--- src/rtl/logic_unit_arbiter_if.sv ---
`default_nettype none
// ============================================================================
// Module      : logic_unit_arbiter_if
// Description : Request/grant and result valid/ready bundle for the shared
//               logic-unit arbiter.
// Revision    : 1.0 - initial release
// ============================================================================
interface logic_unit_arbiter_if #(
    parameter int N     = 4,
    parameter int WIDTH = 1,
    parameter int IDW   = $clog2(N)
);
    logic [N-1:0]       req;
    logic [2*N-1:0]     op;
    logic [WIDTH*N-1:0] a_in;
    logic [WIDTH*N-1:0] b_in;
    logic [N-1:0]       gnt;
    logic               res_valid;
    logic               res_ready;
    logic [WIDTH-1:0]   res_y;
    logic [IDW-1:0]     res_id;
    logic [15:0]        grant_count;

    modport master (
        output req, op, a_in, b_in, res_ready,
        input  gnt, res_valid, res_y, res_id, grant_count
    );

    modport slave (
        input  req, op, a_in, b_in, res_ready,
        output gnt, res_valid, res_y, res_id, grant_count
    );
endinterface
`default_nettype wire

--- src/rtl/logic_unit_arbiter.sv ---
`default_nettype none
// ============================================================================
// Module      : logic_unit_arbiter
// Description : Round-robin sharing of one registered OR/AND/XOR/NOR unit
//               among N requesters, result returned with requester ID.
// Revision    : 1.0 - initial release
// ============================================================================
module logic_unit_arbiter #(
    parameter int N     = 4,
    parameter int WIDTH = 1,
    parameter int IDW   = $clog2(N)
) (
    input  wire                   clk,
    input  wire                   reset,
    logic_unit_arbiter_if.slave   bus
);
    localparam logic [15:0] c_cnt_max = 16'hFFFF;

    logic [IDW-1:0]   r_ptr;
    logic             r_valid;
    logic [WIDTH-1:0] r_y;
    logic [IDW-1:0]   r_id;
    logic [15:0]      r_cnt;

    int               w_idx;
    logic             w_found;
    logic [IDW-1:0]   w_win;
    logic [1:0]       w_op;
    logic [WIDTH-1:0] w_a;
    logic [WIDTH-1:0] w_b;
    logic [WIDTH-1:0] w_y;
    logic             w_free;
    logic             w_accept;
    logic [N-1:0]     w_gnt;

    assign w_free   = !r_valid || bus.res_ready;
    assign w_accept = w_found && w_free && !reset;

    // First set request at or after the pointer, wrapping modulo N.
    always_comb begin
        w_idx   = 0;
        w_found = 1'b0;
        w_win   = '0;
        for (int i = 0; i < N; i++) begin
            w_idx = int'(r_ptr) + i;
            if (w_idx >= N) w_idx = w_idx - N;
            if (!w_found && bus.req[w_idx]) begin
                w_found = 1'b1;
                w_win   = IDW'(w_idx);
            end
        end
    end

    always_comb begin
        w_op = '0;
        w_a  = '0;
        w_b  = '0;
        for (int k = 0; k < N; k++) begin
            if (IDW'(k) == w_win) begin
                w_op = bus.op[2*k +: 2];
                w_a  = bus.a_in[WIDTH*k +: WIDTH];
                w_b  = bus.b_in[WIDTH*k +: WIDTH];
            end
        end
    end

    always_comb begin
        w_y = '0;
        case (w_op)
            2'b00:   w_y = w_a | w_b;
            2'b01:   w_y = w_a & w_b;
            2'b10:   w_y = w_a ^ w_b;
            default: w_y = ~(w_a | w_b);
        endcase
    end

    always_comb begin
        w_gnt = '0;
        if (w_accept) w_gnt[w_win] = 1'b1;
    end

    always_ff @(posedge clk) begin
        if (reset) begin
            r_valid <= 1'b0;
            r_y     <= '0;
            r_id    <= '0;
            r_cnt   <= '0;
            r_ptr   <= '0;
        end else if (w_accept) begin
            r_valid <= 1'b1;
            r_y     <= w_y;
            r_id    <= w_win;
            r_ptr   <= (w_win == IDW'(N-1)) ? '0 : w_win + 1'b1;
            if (r_cnt != c_cnt_max) r_cnt <= r_cnt + 16'd1;
        end else if (r_valid && bus.res_ready) begin
            r_valid <= 1'b0;
        end
    end

    assign bus.gnt         = w_gnt;
    assign bus.res_valid   = r_valid;
    assign bus.res_y       = r_y;
    assign bus.res_id      = r_id;
    assign bus.grant_count = r_cnt;
endmodule
`default_nettype wire

--- src/flat_wrapper.sv ---
// flat-port wrapper written by rule: the top's interface ports become plain ports
module logic_unit_arbiter_flat 
#(
    parameter int N     = 4,
    parameter int WIDTH = 1,
    parameter int IDW   = $clog2(N)
)
  (clk, reset, bus_req, bus_op, bus_a_in, bus_b_in, bus_res_ready, bus_gnt, bus_res_valid, bus_res_y, bus_res_id, bus_grant_count);
  logic_unit_arbiter_if #(.N(N), .WIDTH(WIDTH), .IDW(IDW)) bus_i ();
  input  wire clk;
  input  wire reset;
  input wire logic [$bits(bus_i.req)-1:0] bus_req;
  input wire logic [$bits(bus_i.op)-1:0] bus_op;
  input wire logic [$bits(bus_i.a_in)-1:0] bus_a_in;
  input wire logic [$bits(bus_i.b_in)-1:0] bus_b_in;
  input wire logic [$bits(bus_i.res_ready)-1:0] bus_res_ready;
  output wire logic [$bits(bus_i.gnt)-1:0] bus_gnt;
  output wire logic [$bits(bus_i.res_valid)-1:0] bus_res_valid;
  output wire logic [$bits(bus_i.res_y)-1:0] bus_res_y;
  output wire logic [$bits(bus_i.res_id)-1:0] bus_res_id;
  output wire logic [$bits(bus_i.grant_count)-1:0] bus_grant_count;
  assign bus_i.req = bus_req;
  assign bus_i.op = bus_op;
  assign bus_i.a_in = bus_a_in;
  assign bus_i.b_in = bus_b_in;
  assign bus_i.res_ready = bus_res_ready;
  assign bus_gnt = bus_i.gnt;
  assign bus_res_valid = bus_i.res_valid;
  assign bus_res_y = bus_i.res_y;
  assign bus_res_id = bus_i.res_id;
  assign bus_grant_count = bus_i.grant_count;
  logic_unit_arbiter #(.N(N), .WIDTH(WIDTH), .IDW(IDW)) u_core (.clk(clk), .reset(reset), .bus(bus_i));
endmodule
--- config.mk ---
export PLATFORM = sky130hd
export DESIGN_NAME = logic_unit_arbiter_flat
export DESIGN_NICKNAME = d
export VERILOG_FILES = /design/src/rtl/logic_unit_arbiter_if.sv /design/src/rtl/logic_unit_arbiter.sv /design/src/flat_wrapper.sv
export SDC_FILE = /design/constraint.sdc
export NUM_CORES = 1
export LEC_CHECK = 0
export BUFFER_PORTS_ARGS = -buffer_cell sky130_fd_sc_hd__buf_2
export CAP_MARGIN = 40
export CORE_AREA = 5 5 60 62
export DETAILED_ROUTE_END_ITERATION = 7
export DIE_AREA = 0 0 65 67
export PLACE_DENSITY = 0.77
export SYNTH_ARGS = -nofsm -noshare
export SYNTH_HDL_FRONTEND = slang
export SYNTH_SLANG_ARGS = --single-unit
--- constraint.sdc ---
create_clock -name clk -period 3.5 [get_ports clk]
set_input_delay 0.875 -clock clk [delete_from_list [all_inputs] [get_ports clk]]
set_output_delay 0.875 -clock clk [all_outputs]
set_load 0.01 [all_outputs]
==> results of run 1 <==
## flip-flops by register name, indices dropped and copies added, names as in the netlist
signal                  flops
u_core.bus.res_y            1
u_core.bus.res_valid        1
u_core.r_ptr                2
u_core.bus.res_id           2
u_core.bus.grant_count     16
## metrics by stage
step | power, mW | utilization | std cells | hold slack, ns | setup WS [ns]
floorplan | 0.462 | - | 177 | 0.474 | 0.230
global placement | 0.542 | 0.578 | 256 | 0.449 | 0.0746
detailed placement | 0.546 | 0.578 | 256 | 0.449 | -0.0276
CTS | 0.681 | 0.590 | 260 | 0.470 | 0.169
global route | 0.729 | 0.592 | 260 | 0.494 | 0.0639
finish | 0.679 | 0.592 | 260 | 0.468 | 0.230
## cell families after synthesis
family,synth area share
muxes,0.0210
xor gates and xnor gates,0.0674
buffers and inverters,0.0333
DFF,0.308
AOI/OAI and AO/OA,0.139
and+or+nand+nor,0.370
adders and majority gates,0.0613
## critical path, delay by kind of cell
kind / cells / cell delay (ns)
AOI/OAI and AO/OA: 2 / 0.46
buffers and inverters: 4 / 0.36
and+or+nand+nor: 2 / 0.40
adders and majority gates: 1 / 0.29
## per-layer routing
layer	wire, um	up-vias
met4	23	0
li1	-	729
met1	1500	623
met5	0	-
met3	127	2
met2	1610	27
## power by group
part | switching (mW) | total (mW) | internal, mW | leakage, nW
registers | 0.0131 | 0.279 | 0.266 | 0.179
clock network | 0.0735 | 0.137 | 0.0634 | 0.0210
logic | 0.133 | 0.262 | 0.130 | 0.596
total | 0.219 | 0.679 | 0.459 | 0.796
## how the worst max path moves through the flow
stage / startpoint / endpoint / slack [ns] / depth (start not counted)
after floorplan: bus_req[3] / u_core.bus.res_y / 0.23 / 15
after global placement: bus_req[3] / u_core.bus.res_y / 0.07 / 16
after detailed placement: bus_req[3] / u_core.bus.res_y / -0.03 / 16
after CTS: bus_req[3] / bus_gnt[2] / 0.17 / 9
after global routing: bus_req[3] / u_core.bus.res_y / 0.06 / 16
final: bus_req[3] / bus_gnt[2] / 0.23 / 9
## cell type report
class                      count  area (sq um)
fill                         286          1210
multi-input combinational    143           947
sequential                    22           440
timing repair buffer          52           275
tap                           33          41.3
clock buffer                   4          36.3
inverter                       6          22.5
## cell usage in the layout, fill, tap and decap left out, types with 2 or more instances in the layout
| master | n |
|---|---|
| clkbuf_4 | 3 |
| buf_4 | 6 |
| nand2_1 | 13 |
| nand2b_1 | 3 |
| dfxtp_1 | 22 |
| nand3b_1 | 6 |
| nor4_4 | 2 |
| a21oi_1 | 15 |
| xnor2_1 | 7 |
| nor2b_1 | 3 |
| or2_2 | 2 |
| and2_1 | 6 |
| mux2i_1 | 3 |
| nor4_2 | 3 |
| nor3b_1 | 5 |
| inv_1 | 6 |
| or3_1 | 2 |
| ha_1 | 7 |
| a211oi_1 | 6 |
| nor3_1 | 2 |
| a21o_1 | 2 |
| xor2_1 | 4 |
| nand4_1 | 8 |
| nand3_1 | 5 |
| buf_2 | 46 |
| o21ai_0 | 4 |
| nor2_1 | 26 |
==> flow_summary.ini, run 1 <==
[global_routing]
antenna_found_initial = 0
grt_pass1_wl_mm = 5.31
met1_usage = 0.195
gr-usage-met3 = 0.0337
grt_pass1_vias = 1235
overflow = 0
busiest_layer = met2
grt_usage = 0.151
grtUsageMet2 = 0.261
grt_max_degree = 27

[logic_synthesis]
synth.area.top_cells = dfxtp_1 31%, nor2_1 6.8%, ha_1 6.1%
yosys.cell_types.count = 34
yosys.area.top_type = dfxtp_1
synth_nets = 207
syn_inst = 177
synth_edf_count = 0
yosysMostFrequentCell = nor2_1
synth_top_cell_area_share = 0.308
ys_async_sr_fraction = 0
seq_area_frac_synth = 0.308
avgSynthCellArea_sq_um = 8.07
synth_common_cells = 26 x nor2_1, 22 x dfxtp_1, 15 x a21oi_1
yosys_warnings = 0
ys_ff_latch = 22
synth_area_sq_um = 1430
ys.flop_type = dfxtp_1

[routing]
routedWlPerCell_um = 12.5
ant_nets = 0
initialDrtViolationCount = 36
wirelength_mm = 3.26
vias = 1381
dr.pass1.iters = 4
drc = 0
drt-vias-per-instance = 5.31

[cts]
clk_path_buf_depth = 2
path_clk_slew_ns = 0.11
post_cts_buffers = 0
cts_tree = built
ctsResizeCount = 0
cts_root_buffer = clkbuf_4
numCtsBuffers = 3
h-tree-depth = 1
cts_hold_buffers = 0
clock_latency_ns = 0.30
clock_sinks = 22

[setup_path]
crit_arrival_ns = 2.40
reg2reg_from = u_core.r_ptr[0]
cp_max_fo = 9
cp_data_required_time_ns = 2.62
crit_path_top_delay_cell = ha_1
timing.rr.end = u_core.bus.res_y
endpoint_kind = output pin
timing_worst_setup_path_type = in -> out
critPathMaxStageDelay_ns = 0.29
r2r_cells = 15
cp_cell_sequence = buf_2 -> inv_1 -> a22o_1 -> a221oi_2 -> and2_1 -> inv_1 -> ha_1 -> and2_1 -> buf_2
reg2reg_setup_slack_ns = 0.64
cp-start-kind = input pin

[sta]
finalHoldViolCount = 0
drv_slew = 0
final.period_utilization = 0.934
report.final.setup_viol = 0
rsz0062_at_grt = false
slew_headroom = 0.646
fmax_ghz = 0.306
setup_tns_ns = 0
layout_min_cycle_time_ns = 3.27
tightestPinTransition_ns = 0.527
worst_clock_skew_ns = 0.00250

[power]
power.density_nw_per_um2 = 385
max-vdd-ir-drop_mv = 0.212
p_leak_nw = 0.796

[floorplanning]
die-area_sq_um = 4360
fp.dieW_um = 65
initial_core_util = 0.480
die_h_um = 67
rows = 20
core_sq_um = 2980
ioPinCount = 47

[min_path]
min-delay-start = u_core.bus.res_id[0]
hp-class = reg -> reg
hold_path_depth = 2
worstHoldEndpoint = u_core.bus.res_id[0]

[run_status]
status = complete, no violations

[finish]
nNetsFinal = 258
n_antenna_cell = 0
areaGrowthSynthToFinish_pct = 23.4
finalInstanceArea_sq_um = 1760
drive_above_1_share = 0.282

[placement]
port_buffers = 46
dpl_cell_area_sq_um = 1720
place.gp.congestion = 0.832
dpl.hpwl_mm = 2.54

[job]
drv_cap = 0
Power figures use the tool's default switching activity.
==> run 2: changes to the inputs <==
--- a/config.mk
+++ b/config.mk
@@ -10,6 +10,7 @@
 export CORE_AREA = 5 5 60 62
 export DETAILED_ROUTE_END_ITERATION = 7
 export DIE_AREA = 0 0 65 67
+export MAX_ROUTING_LAYER = met4
 export PLACE_DENSITY = 0.77
 export SYNTH_ARGS = -nofsm -noshare
 export SYNTH_HDL_FRONTEND = slang
==> run 2 against run 1 <==
Net effect: design area stayed put; core utilization stayed put; clock skew is 0.00051 ns higher; combinational power hardly changed; clock-buffer cell count stayed put; largest cell class unchanged.
==> flow_summary.ini, run 2 (synthesis gave the netlist of run 1 again) <==
[global_routing]
grt_pass1_wl_mm = 5.31
met1_usage = 0.195
grt_usage = 0.155
gr-usage-met3 = 0.0337
grtUsageMet2 = 0.261
busiest_layer = met2
grt_max_degree = 27
overflow = 0
antenna_found_initial = 0
grt_pass1_vias = 1236

[sta]
report.final.setup_viol = 0
tightestPinTransition_ns = 0.527
layout_min_cycle_time_ns = 3.26
drv_slew = 0
rsz0062_at_grt = false
fmax_ghz = 0.306
final.period_utilization = 0.933
setup_tns_ns = 0
worst_clock_skew_ns = 0.00301
finalHoldViolCount = 0
slew_headroom = 0.646

[setup_path]
cp-start-kind = input pin
crit_arrival_ns = 2.39
crit_path_top_delay_cell = ha_1
cp_max_fo = 9
endpoint_kind = output pin
cp_cell_sequence = buf_2 -> inv_1 -> a22o_1 -> a221oi_2 -> and2_1 -> ha_1 -> and2_1 -> buf_2
cp_data_required_time_ns = 2.62
critPathMaxStageDelay_ns = 0.37
timing_worst_setup_path_type = in -> out

[finish]
areaGrowthSynthToFinish_pct = 23.4
final_cell_mix = 46 x buf_2, 26 x nor2_1, 22 x dfxtp_1
layout_commonest_cell = buf_2
nNetsFinal = 258
n_antenna_cell = 0
finalInstanceArea_sq_um = 1760
fin_cells = 260
fillers = 286
drive_above_1_share = 0.282
largest_reg_flops = 16
postLayoutCoreUtil = 0.592

[placement]
place.gp.congestion = 0.845
dp_cells = 256
dpl_cell_area_sq_um = 1720
dpl.hpwl_mm = 2.54
port_buffers = 46

[cts]
post_cts_buffers = 0
ctsResizeCount = 0
cts_root_buffer = clkbuf_4
path_clk_slew_ns = 0.11
clock_sinks = 22
h-tree-depth = 1
cts_tree = built
clk_path_buf_depth = 2
cts_hold_buffers = 0
numCtsBuffers = 3
clock_latency_ns = 0.30

[power]
finalPower_uw = 678
p_leak_nw = 0.796
power.density_nw_per_um2 = 385
max-vdd-ir-drop_mv = 0.212

[routing]
drc = 0
drt-vias-per-instance = 5.36
vias = 1394
initialDrtViolationCount = 36
wirelength_mm = 3.24
routedWlPerCell_um = 12.4
ant_nets = 0
dr.pass1.iters = 4

[floorplanning]
rows = 20
die-area_sq_um = 4360
ioPinCount = 47
die_h_um = 67
core_sq_um = 2980
initial_core_util = 0.480
fp.dieW_um = 65

[job]
drv_cap = 0

[run_status]
status = complete, no violations

[min_path]
hp-class = reg -> reg
## run 2: cell counts in the layout (fill, tap and decap cells not counted)
No cell type changed its count.
## run 2: layout make-up
class	count	area, sq um	area share
clock buffer	4	36.3	0.0206
inverter	6	22.5	0.0128
multi-input combinational	143	947	0.537
sequential	22	440	0.250
tap	33	41.3	0.0234
timing repair buffer	52	275	0.156
## run 2: path summary, 6_finish.rpt
kind,slack [ns],cells after the start,end,from
min,0.47,2,u_core.bus.res_id[0],u_core.bus.res_id[0]
max,0.24,8,bus_gnt[3],bus_req[3]
max reg2reg,0.65,15,u_core.bus.res_y,u_core.r_ptr[0]
min reg2reg,0.47,2,u_core.bus.res_id[0],u_core.bus.res_id[0]
## run 2: per-layer routing
| layer | vias up | wire length [um] |
|---|---|---|
| li1 | 731 | - |
| met3 | 2 | 125 |
| met2 | 26 | 1620 |
| met4 | 0 | 19 |
| met1 | 635 | 1480 |
| met5 | - | 0 |
## run 2: report_power, final
group          internal, mW  switching [mW]  leakage (nW)
clock network        0.0634          0.0735        0.0210
registers             0.266          0.0132         0.179
logic                 0.130           0.132         0.596
## run 2: through the flow
step	setup WS [ns]	hold slack (ns)
6_report	0.236	0.468
5_1_grt	0.0639	0.494
4_1_cts	0.169	0.470
3_5_place_dp	-0.0276	0.449
3_3_place_gp	0.0746	0.449
2_1_floorplan	0.230	0.474
## run 2: critical path: cells and delay by family
family,cells,cell delay [ns]
adder cells (fa/ha/maj),1,0.37
AO/OA/AOI/OAI,2,0.46
AND/OR/NAND/NOR,2,0.40
buffers and inverters,3,0.27
